**config.mk**
```make
export PLATFORM = sky130hd
export DESIGN_NAME = multicycle_ctrl
export DESIGN_NICKNAME = d
export VERILOG_FILES = /design/src/rtl/multicycle_ctrl.sv
export SDC_FILE = /design/constraint.sdc
export NUM_CORES = 1
export LEC_CHECK = 0
export ABC_AREA = 0
export BUFFER_PORTS_ARGS = -buffer_cell sky130_fd_sc_hd__buf_2
export CAP_MARGIN = 20
export CORE_ASPECT_RATIO = 0.9
export CORE_MARGIN = 1.5
export CORE_UTILIZATION = 47
export CTS_CLUSTER_DIAMETER = 50
export DETAILED_ROUTE_END_ITERATION = 10
export HOLD_SLACK_MARGIN = 0.15
export PLACE_DENSITY_LB_ADDON = 0.12
export SYNTH_ARGS = -nofsm -noshare
export SYNTH_HDL_FRONTEND = slang
export SYNTH_SLANG_ARGS = --single-unit
export TNS_END_PERCENT = 1
```
**constraint.sdc**
```tcl
create_clock -name clk -period 3.3 [get_ports clk]
set_clock_uncertainty 0.05 [all_clocks]
set_input_delay 0.495 -clock clk [delete_from_list [all_inputs] [get_ports clk]]
set_output_delay 0.495 -clock clk [all_outputs]
set_load 0.1 [all_outputs]
```
**src/rtl/multicycle_ctrl.sv**
```systemverilog
// Multicycle ARM control unit: instruction sequencing, datapath selects, NZCV flags and
// condition gating. Defining CTRL_PERFCNT_EN adds the InstrCount fetch counter port.
module multicycle_ctrl (
  input  logic        clk,
  input  logic        reset,
  input  logic [19:0] Instr,
  input  logic [3:0]  ALUFlags,
  output logic        PCWrite,
  output logic        MemWrite,
  output logic        RegWrite,
  output logic        IRWrite,
  output logic        AdrSrc,
  output logic [1:0]  RegSrc,
  output logic [1:0]  ALUSrcA,
  output logic [1:0]  ALUSrcB,
  output logic [1:0]  ResultSrc,
  output logic [1:0]  ImmSrc,
  output logic [1:0]  ALUControl
`ifdef CTRL_PERFCNT_EN
  ,
  output logic [31:0] InstrCount
`endif
);

  typedef enum logic [3:0] {
    FETCH, DECODE, MEMADR, MEMRD, MEMWB, MEMWR, EXECR, EXECI, ALUWB, BRANCH, IDLE_BAD
  } state_t;

  state_t     state;
  logic [3:0] cond;
  logic [1:0] op;
  logic [5:0] funct;
  logic [3:0] rd;
  logic       unused_rn;

  logic [3:0] flags;
  logic       condex;
  logic       condexq;
  logic [1:0] dp_alu;
  logic       dp_flagwr;
  logic       dp_cvwr;

  assign cond      = Instr[19:16];
  assign op        = Instr[15:14];
  assign funct     = Instr[13:8];
  assign rd        = Instr[3:0];
  assign unused_rn = ^Instr[7:4];

  function automatic logic cond_eval(input logic [3:0] c, input logic [3:0] f);
    logic n, z, cy, v, res;
    {n, z, cy, v} = f;
    case (c)
      4'b0000: res = z;
      4'b0001: res = ~z;
      4'b0010: res = cy;
      4'b0011: res = ~cy;
      4'b0100: res = n;
      4'b0101: res = ~n;
      4'b0110: res = v;
      4'b0111: res = ~v;
      4'b1000: res = cy & ~z;
      4'b1001: res = ~cy | z;
      4'b1010: res = (n == v);
      4'b1011: res = (n != v);
      4'b1100: res = ~z & (n == v);
      4'b1101: res = z | (n != v);
      4'b1110: res = 1'b1;
      default: res = 1'b0;
    endcase
    return res;
  endfunction

  assign condex = cond_eval(cond, flags);

  // Unsupported commands execute as ADD but never touch the flags.
  always_comb begin
    dp_alu    = 2'b00;
    dp_flagwr = 1'b0;
    dp_cvwr   = 1'b0;
    case (funct[4:1])
      4'b0100: begin dp_alu = 2'b00; dp_flagwr = 1'b1; dp_cvwr = 1'b1; end
      4'b0010: begin dp_alu = 2'b01; dp_flagwr = 1'b1; dp_cvwr = 1'b1; end
      4'b0000: begin dp_alu = 2'b10; dp_flagwr = 1'b1; end
      4'b1100: begin dp_alu = 2'b11; dp_flagwr = 1'b1; end
      default: ;
    endcase
  end

  always_ff @(posedge clk) begin
    if (reset) begin
      state   <= FETCH;
      flags   <= 4'b0000;
      condexq <= 1'b0;
    end else begin
      case (state)
        FETCH:  state <= DECODE;
        DECODE: begin
          condexq <= condex;
          case (op)
            2'b00:   state <= funct[5] ? EXECI : EXECR;
            2'b01:   state <= MEMADR;
            2'b10:   state <= BRANCH;
            default: state <= IDLE_BAD;
          endcase
        end
        MEMADR: state <= funct[0] ? MEMRD : MEMWR;
        MEMRD:  state <= MEMWB;
        EXECR, EXECI: begin
          state <= ALUWB;
          if (funct[0] && condexq && dp_flagwr) begin
            flags[3:2] <= ALUFlags[3:2];
            if (dp_cvwr)
              flags[1:0] <= ALUFlags[1:0];
          end
        end
        default: state <= FETCH;
      endcase
    end
  end

  assign RegSrc = {op == 2'b01, op == 2'b10};
  assign ImmSrc = op;

  always_comb begin
    PCWrite    = 1'b0;
    MemWrite   = 1'b0;
    RegWrite   = 1'b0;
    IRWrite    = 1'b0;
    AdrSrc     = 1'b0;
    ALUSrcA    = 2'b00;
    ALUSrcB    = 2'b00;
    ResultSrc  = 2'b00;
    ALUControl = 2'b00;
    case (state)
      FETCH: begin
        IRWrite   = 1'b1;
        PCWrite   = 1'b1;
        ALUSrcA   = 2'b01;
        ALUSrcB   = 2'b10;
        ResultSrc = 2'b10;
      end
      DECODE: begin
        ALUSrcA   = 2'b01;
        ALUSrcB   = 2'b10;
        ResultSrc = 2'b10;
      end
      MEMADR: ALUSrcB = 2'b01;
      MEMRD:  AdrSrc = 1'b1;
      MEMWB: begin
        ResultSrc = 2'b01;
        RegWrite  = condexq;
      end
      MEMWR: begin
        AdrSrc   = 1'b1;
        MemWrite = condexq;
      end
      EXECR: ALUControl = dp_alu;
      EXECI: begin
        ALUSrcB    = 2'b01;
        ALUControl = dp_alu;
      end
      ALUWB: begin
        RegWrite = condexq;
        PCWrite  = condexq & (rd == 4'hF);
      end
      BRANCH: begin
        ALUSrcA   = 2'b10;
        ALUSrcB   = 2'b01;
        ResultSrc = 2'b10;
        PCWrite   = condexq;
      end
      default: ;
    endcase
    if (reset) begin
      PCWrite  = 1'b0;
      MemWrite = 1'b0;
      RegWrite = 1'b0;
      IRWrite  = 1'b0;
    end
  end

`ifdef CTRL_PERFCNT_EN
  always_ff @(posedge clk) begin
    if (reset)
      InstrCount <= 32'd0;
    else if (state == FETCH)
      InstrCount <= InstrCount + 32'd1;
  end
`endif

endmodule
```
# After elaboration in Yosys (flattened, before gate mapping)
# Cells that the tools add are included.
word_totals:
  ff_bits: 9
  out_inout_bits: 17
  wordCells: 81
classes:
  n_eq_ne: 31
  mux: 21
  bitwise_logic: 9
  n_reduce_logical: 16
ops:
  columns: ["cell", "count"]
  rows:
  - ["$eq 4x4->1 const B", 11]
  - ["$eq 4x3->1 const B", 9]
  - ["$eq 4x2->1 const B", 5]
  - ["$pmux 4 s5", 1]
  - ["$pmux 1 s15", 1]
  - ["$logic_not 4->1", 3]
  - ["$pmux 2 s2", 3]
  - ["$pmux 4 s3", 1]
  - ["$mux 1", 11]
  - ["$reduce_or 2->1", 5]
  - ["$eq 4x1->1 const B", 2]
  - ["$pmux 2 s3", 1]
  - ["$reduce_or 3->1", 2]
  - ["$not 1->1", 4]
  - ["$reduce_or 4->1", 1]
  - ["$and 1x1->1", 3]
  - ["$mux 3", 1]
  - ["$pmux 1 s3", 1]
  - ["$reduce_and 3->1", 1]
  - ["$eq 2x1->1 const B", 1]
  - ["$eq 2x2->1 const B", 1]
  - ["$logic_and 1x1->1", 2]
  - ["$logic_not 2->1", 1]
  - ["$mux 2", 1]
  - ["4 further kinds", 5]

# Logic depth before layout (Yosys ltp)
# Gate-level depths: netlist of run 1.
logic_depth:
  ltp_word: 5
  ltp_mapped: 6
  depth_no_buf: 5

# Worst setup path before layout of run 1
# Ideal clock, no wire load.
synth_path:
  path_kind: "register -> output"
  from: "register state[2]"
  to: "output port ResultSrc[0]"
  arrival_time_ns: 3.773
  t_required_ns: 2.755
  slack_ns: -1.018
  stages_incl_launch_ff: 3
  path_cell_list: "dfxtp_1 -> clkbuf_1 -> nor4b_1"
synth_between:
  elab_chain_len: 3
  word_cells_on_any_way: 6
  cone_classes: "3 x eq/ne; 1 x mux; 2 x reduce/logical"
synth_rtl:
  columns: ["element", "line_no", "text"]
  rows:
  - ["from (decl)", "29", "state_t state;"]
  - ["from (signal assigned)", "100", "2'b00: state <= funct[5] ? EXECI : EXECR;"]
  - ["from (signal assigned)", "106", "MEMADR: state <= funct[0] ? MEMRD : MEMWR;"]
  - ["$eq 4x4->1, or another cell as far along", "134", "case (state)"]
  - ["$reduce_or 3->1 (no line)", null, null]
  - ["$pmux 2 s2 (*)", "134", null]
  - ["to (decl)", "16", "output logic [1:0] ResultSrc,"]
# Mark *: on every way between the ends. The rest lies on a longest branch, timed or not.

# Worst setup path after layout of run 1
layout_path:
  from: "register state[3]"
  to: "output port PCWrite"
layout_between:
  elab_chain_len: 3
  word_cells_on_any_way: 5
  cone_classes: "2 x eq/ne; 2 x mux; 1 x reduce/logical"
layout_rtl:
  columns: ["element", "line_no", "text"]
  rows:
  - ["$eq 4x4->1 / $logic_not 4->1 (equally long branches)", "134", null]
  - ["$pmux 1 s3 (*)", "134", null]
  - ["$mux 1 (*)", "174", "if (reset) begin"]
  - ["to (decl)", "8", "output logic PCWrite,"]
# Marked as above.

==> results by group, run 1 <==
Die
  • Core Region: 1510 um^2
  • Die W: 46.4 um
  • I/O Pins: 43
  • Initial Utilization: 0.527
  • Row count: 13
  • Die ar.: 1950 um^2
  • Die H: 42.1 um

Worst setup path
  • Worst endpoint data arrival time: 1.95 ns
  • CP endpoint kind: primary output
  • Worst EP required: 2.75 ns
  • Crit path launch type: register
  • CP max FO: 12
  • Critical path type: reg2out

Yosys
  • Commonest cells post-synth: nor2_1 (17), dfxtp_1 (9), nand2_1 (9), nor3_1 (9), a21oi_1 (6)
  • Compound-Gate Fraction of Synth Area: 0.201
  • Top cell type by total area after synthesis: dfxtp_1
  • Post-Synth Adder-Cell Area: 0
  • Asr flop ratio synth: 0
  • Mean Syn Cell Area: 7.25 um^2
  • Netlist cell types: 35
  • Syn Std Cell Area: 797 um^2
  • Simple-Gate Fraction of Synth Area: 0.349
  • Ys Warns: 0
  • Sequential area share after synthesis: 0.226
  • Synthesized netlist cell count: 110
  • Post-synthesis mux area share: 0.0502
  • Count leader, synth: nor2_1
  • Number of synthesized register bits: 9
  • Largest family of logic cells by synthesized area: simple AND/OR/NAND/NOR gates
  • Yosys top cell area share: 0.226
  • Primary FF master, synth: dfxtp_1
  • Syn_nets: 136
  • XOR/XNOR share of the synthesized area: 0.0879
  • Post-synth EDFFs: 0
  • Top cells by area, synth: dfxtp_1 (23%), nor2_1 (8.0%), nor3_1 (5.7%), mux2i_1 (5.0%), xnor2_1 (4.4%)

Clocking
  • H-tree depth: 1
  • Hold Buf Count CTS: 0
  • CTS sink cnt: 9
  • CTS Buffer Depth: 2
  • Worst-path clk slew: 0.06 ns
  • CTS root buffer: clkbuf_4
  • CTS Buf Count: 3
  • Resize count post-CTS: 0
  • Post-CTS Setup Bufs: 0
  • CTS tree: built
  • Worst-skew pair later-pin latency: 0.25 ns

Cells and area
  • Fill cell count: 148
  • Sequential Area: 180 um^2
  • # nets final: 170
  • Area taken by multi-input logic gates: 554 um^2
  • Share of layout cells above drive strength 1: 0.315
  • Area Growth Syn to Fin: 24.2%
  • Diode count: 0

Routing
  • Drt first pass iters: 4
  • Post-route antenna net violation count: 0
  • Drt drc: 0
  • Routed via count: 877
  • Drt wl/cell: 11.4 um
  • WL final: 1890 um
  • Iter 0 DRT Violations: 16
  • Via density: 5.32

Power
  • LEAKAGE: 0.426 nW
  • Switch share: 0.504
  • Net switching power: 212 uW
  • Power share of the clock group: 0.197
  • Reg power frac: 0.308
  • Logic pwr share: 0.496
  • Max VDD drop: 0.000329 V
  • Power Internal: 209 uW
  • Pwr dens: 425 nW/um^2

Timing
  • Number of setup violations in the final report: 0
  • Worst-margin pin slew: 0.495 ns
  • Hold slack: 0.430 ns
  • Final TNS setup: 0 ns
  • Max Freq: 0.401 GHz
  • Final Cycle Share: 0.755
  • RSZ-0062 raised after global routing: no
  • Pins over their slew limit: 0
  • Post-route minimum period: 2.49 ns
  • Slew HR: 0.672
  • Final Hold Fails: 0

GRT
  • Number of global-route vias before repair: 719
  • First-pass GRT wire length: 3090 um
  • Total track usage: 0.214
  • Total gr overflow: 0
  • Largest net degree at the start of global routing: 13
  • Initial antenna violation count: 0

Placed design
  • DP HPWL: 1400 um
  • Final GP Congestion: 0.830
  • Port buffer count: 38

Worst hold path
  • Min-delay worst type: in2reg

Run
  • # Max-Cap Violations: 0

Outcome
  • Outcome: finished clean
==> logic make-up after synthesis <==
kind of cell           count (synthesis)
buffers and inverters                 12
AND/OR/NAND/NOR                       55
flip-flops                             9
XOR/XNOR                               8
AO/OA/AOI/OAI                         22
multiplexers                           4
==> sequential cells by signal (all words and copies together), names as in the netlist <==
register / flops
condexq: 1
flags: 4
state: 4
==> cells in the final DEF (no fill, tap or decap) <==
cell type,n
buf_2,38
nor2_1,17
nand2_1,9
nor3_1,9
dfxtp_1,9
a21oi_1,6
nor2b_1,4
xor2_1,4
xnor2_1,4
mux2i_1,4
inv_1,3
nand2b_1,3
nand3_1,3
clkbuf_4,3
or3_1,2
a41oi_1,2
or2_2,2
a211oi_1,2
nor3b_1,2
a221o_1,2
a22oi_1,2
nor4b_2,1
o32ai_1,1
a21boi_0,1
nand4bb_1,1
nor4_1,1
and3b_2,1
o211ai_1,1
a21o_1,1
o31ai_1,1
a311o_1,1
o22a_1,1
o21ai_0,1
clkbuf_1,1
==> through the flow <==
| stage | std cells | utilization | worst slack, ns | power (mW) | cell area, um^2 |
|---|---|---|---|---|---|
| 5_1_grt | 165 | 0.654 | 0.679 | 0.447 | 990 |
| 4_1_cts | 165 | 0.654 | 0.803 | 0.423 | 990 |
| 3_5_place_dp | 161 | 0.637 | 0.963 | 0.339 | 963 |
| 6_report | 165 | 0.654 | 0.809 | 0.420 | 990 |
| 2_1_floorplan | 110 | - | -0.894 | 0.304 | 803 |
| 3_3_place_gp | 161 | 0.637 | 0.988 | 0.337 | 963 |
==> worst max-delay path, cell delays in order, from the launching register on <==
cell,delay (ns)
dfxtp_1,0.43
or3_1,0.51
nor3_1,0.20
or2_2,0.14
buf_2,0.41
==> path summary, 6_finish.rpt <==
kind / start / end / slack, ns / cells after the start
setup reg to reg: state[1]$_SDFF_PP0_ / flags[2]$_SDFFE_PP0P_ / 1.32 / 5
setup / recovery: state[3]$_SDFF_PP0_ / PCWrite / 0.81 / 4
hold / removal: ALUFlags[0] / flags[0]$_SDFFE_PP0P_ / 0.43 / 3
hold reg to reg: flags[1]$_SDFFE_PP0P_ / flags[1]$_SDFFE_PP0P_ / 0.51 / 2
==> metal layers <==
metal,wire length (um),up-vias,GRT usage
met2,818,31,0.289
met4,38,0,0.137
met5,0,-,0
met1,918,386,0.302
met3,112,4,0.0388
li1,-,456,-
==> area by class of cell <==
| type | instances | share of cell area |
|---|---|---|
| multi-input cells | 89 | 0.560 |
| repair buffers | 38 | 0.192 |
| flip-flops and latches | 9 | 0.182 |
| well taps | 22 | 0.0278 |
| clock buffers | 4 | 0.0265 |
| inverters | 3 | 0.0114 |
==> power groups by stage <==
| stage | Combinational, mW | Clock (mW) | Sequential (mW) |
|---|---|---|---|
| after floorplan | 0.185 | 0 | 0.119 |
| after global placement | 0.206 | 0 | 0.131 |
| after detailed placement | 0.208 | 0 | 0.131 |
| after CTS | 0.209 | 0.0859 | 0.129 |
| after global routing | 0.221 | 0.0957 | 0.131 |
| final | 0.208 | 0.0826 | 0.129 |
(Power assumes the default switching activity.)
==> run 2: changes to the inputs <==
- ABC_AREA: 0 -> 1
- CORE_UTILIZATION: 47 -> 44
- clock period: 3.3 -> 2.5 ns (I/O delays scaled with it)
==> results by group, run 2 <==
Routing
  • WL final: 1890 um
  • Routed via count: 994
  • Via density: 4.78
  • Drt drc: 0
  • Iter 0 DRT Violations: 17
  • Post-route antenna net violation count: 0
  • Drt wl/cell: 9.08 um
  • Drt first pass iters: 5

Worst setup path
  • Critical path type: reg2out
  • Worst path cell trace: nor2_1 > nand2_1 > o21ai_0 > nand2_1 > o21ai_0 > buf_2
  • CP max stage delay: 0.44 ns
  • Critical path's top delay family: buffers and inverters
  • CP max FO: 8
  • Worst EP required: 2.08 ns
  • CP endpoint kind: primary output
  • Worst endpoint data arrival time: 1.71 ns
  • Total buffers and inverters traversed by the critical path: 1
  • Slowest stage cell, crit path: buf_2
  • Crit path launch type: register

Yosys
  • Syn Std Cell Area: 832 um^2
  • Synthesized netlist cell count: 147
  • Yosys top cell area share: 0.217
  • Post-synth EDFFs: 0
  • Sequential area share after synthesis: 0.217
  • Compound-Gate Fraction of Synth Area: 0.174
  • Largest family of logic cells by synthesized area: simple AND/OR/NAND/NOR gates
  • Ys Warns: 0
  • Top cells by area, synth: dfxtp_1 (22%), nand2_1 (16%), inv_1 (12%), nor2_1 (9.9%), nand3_1 (7.8%)
  • XOR/XNOR share of the synthesized area: 0
  • Syn_nets: 173
  • Commonest cells post-synth: nand2_1 (35), inv_1 (26), nor2_1 (22), nand3_1 (13), dfxtp_1 (9)
  • Simple-Gate Fraction of Synth Area: 0.439
  • Asr flop ratio synth: 0
  • Mean Syn Cell Area: 5.66 um^2
  • Number of synthesized register bits: 9
  • Top cell type by total area after synthesis: dfxtp_1
  • Post-synthesis mux area share: 0
  • Count leader, synth: nand2_1
  • Primary FF master, synth: dfxtp_1
  • Post-Synth Adder-Cell Area: 0
  • Netlist cell types: 27

Clocking
  • Worst-skew pair later-pin latency: 0.25 ns
  • Resize count post-CTS: 0
  • Post-CTS Setup Bufs: 0
  • CTS root buffer: clkbuf_4
  • H-tree depth: 1
  • Worst-path clk slew: 0.06 ns
  • CTS Buffer Depth: 2
  • CTS sink cnt: 9
  • Hold Buf Count CTS: 0
  • CTS tree: built
  • CTS Buf Count: 3

Outcome
  • Outcome: finished clean

Timing
  • Pins over their slew limit: 0
  • Slew HR: 0.678
  • Max Freq: 0.468 GHz
  • Number of setup violations in the final report: 0
  • Final Cycle Share: 0.855
  • RSZ-0062 raised after global routing: no
  • Post-route minimum period: 2.14 ns
  • Final Hold Fails: 0
  • Worst-margin pin slew: 0.486 ns

Power
  • LEAKAGE: 0.594 nW
  • Max VDD drop: 0.000645 V
  • Pwr dens: 660 nW/um^2

Die
  • I/O Pins: 43
  • Die W: 48.8 um
  • Die ar.: 2160 um^2
  • Die H: 44.3 um
  • Core Region: 1720 um^2
  • Initial Utilization: 0.485
  • Row count: 14

Worst hold path
  • Min-delay worst type: in2reg

GRT
  • Total track usage: 0.184
  • First-pass GRT wire length: 3170 um
  • Initial antenna violation count: 0
  • Total gr overflow: 0
  • Largest net degree at the start of global routing: 10
  • Number of global-route vias before repair: 802

Cells and area
  • Share of layout cells above drive strength 1: 0.277
  • Biggest regs: flags: 4 flops, state: 4 flops, condexq: 1 flops
  • Most common cell after layout, fill and taps aside: buf_2
  • Diode count: 0
  • Fin util: 0.611
  • Commonest non-fill, non-tap cells in the layout: buf_2 (38), nand2_1 (35), inv_1 (26), nor2_1 (22), nand3_1 (13)
  • # nets final: 211
  • Final cell count without fillers: 208
  • Area Growth Syn to Fin: 26.0%

Run
  • # Max-Cap Violations: 0

Placed design
  • DP HPWL: 1670 um
  • Port buffer count: 38
  • Dpl cells: 204
  • Final GP Congestion: 0.778
[run 2: cell types whose count changed in the layout (fill, tap and decap cells not counted), moves of 5 or more]
cell	change
inv_1	+23
nand3_1	+10
nor2_1	+5
nor3_1	-9
o21ai_0	+5
nand2_1	+26
[run 2: metal layers]
| metal | GRT usage | part of all wire |
|---|---|---|
| met5 | 0 | 0 |
| met4 | 0.0171 | 0.0032 |
| met3 | 0.0372 | 0.063 |
| met2 | 0.310 | 0.44 |
| met1 | 0.255 | 0.49 |
[run 2: stage by stage]
stage                     power [mW]  hold slack, ns  instance area (um^2)  worst slack, ns  TNS [ns]
after floorplan                0.527           0.414                   837           -0.703     -1.59
after global placement         0.583           0.445                  1020            0.648         0
after detailed placement       0.590           0.450                  1020            0.641         0
after CTS                      0.695           0.312                  1050            0.366         0
after global routing           0.733           0.316                  1050            0.195         0
final                          0.692           0.310                  1050            0.361         0
[run 2: cell type report]
class	count	area (um^2)
Inverter	28	106
Clock buffer	4	26.3
Sequential cell	9	180
Timing Repair Buffer	38	190
Fill cell	203	668
Multi-Input combinational cell	105	515
Tap cell	24	30.0
[run 2: report_power, final]
part	total (mW)	internal, mW	switching [mW]	leakage, nW
clock network	0.106	0.0611	0.0447	0.0150
logic	0.417	0.0751	0.342	0.506
registers	0.170	0.156	0.0135	0.0732
[run 2: cell families (layout without fill, tap and decap cells)]
kind of cell / Yosys count / count (layout)
simple gates: 80 / 80
compound gates: 25 / 25
flops: 9 / 9
buf+inv: 33 / 70
[run 2: tightest hold or removal path, stage by stage]
cell and delay (ns):
buf_2 0.08, o21ai_1 0.06, nor2_1 0.07
[run 2: path summary, 6_finish.rpt]
kind | startpoint | to | slack, ns | cells after the start
hold reg to reg | flags[1]$_SDFFE_PP0P_ | flags[1]$_SDFFE_PP0P_ | 0.46 | 2
setup reg to reg | state[1]$_SDFF_PP0_ | flags[1]$_SDFFE_PP0P_ | 1.27 | 5
setup / recovery | state[1]$_SDFF_PP0_ | PCWrite | 0.36 | 6
hold / removal | ALUFlags[2] | flags[2]$_SDFFE_PP0P_ | 0.31 | 3
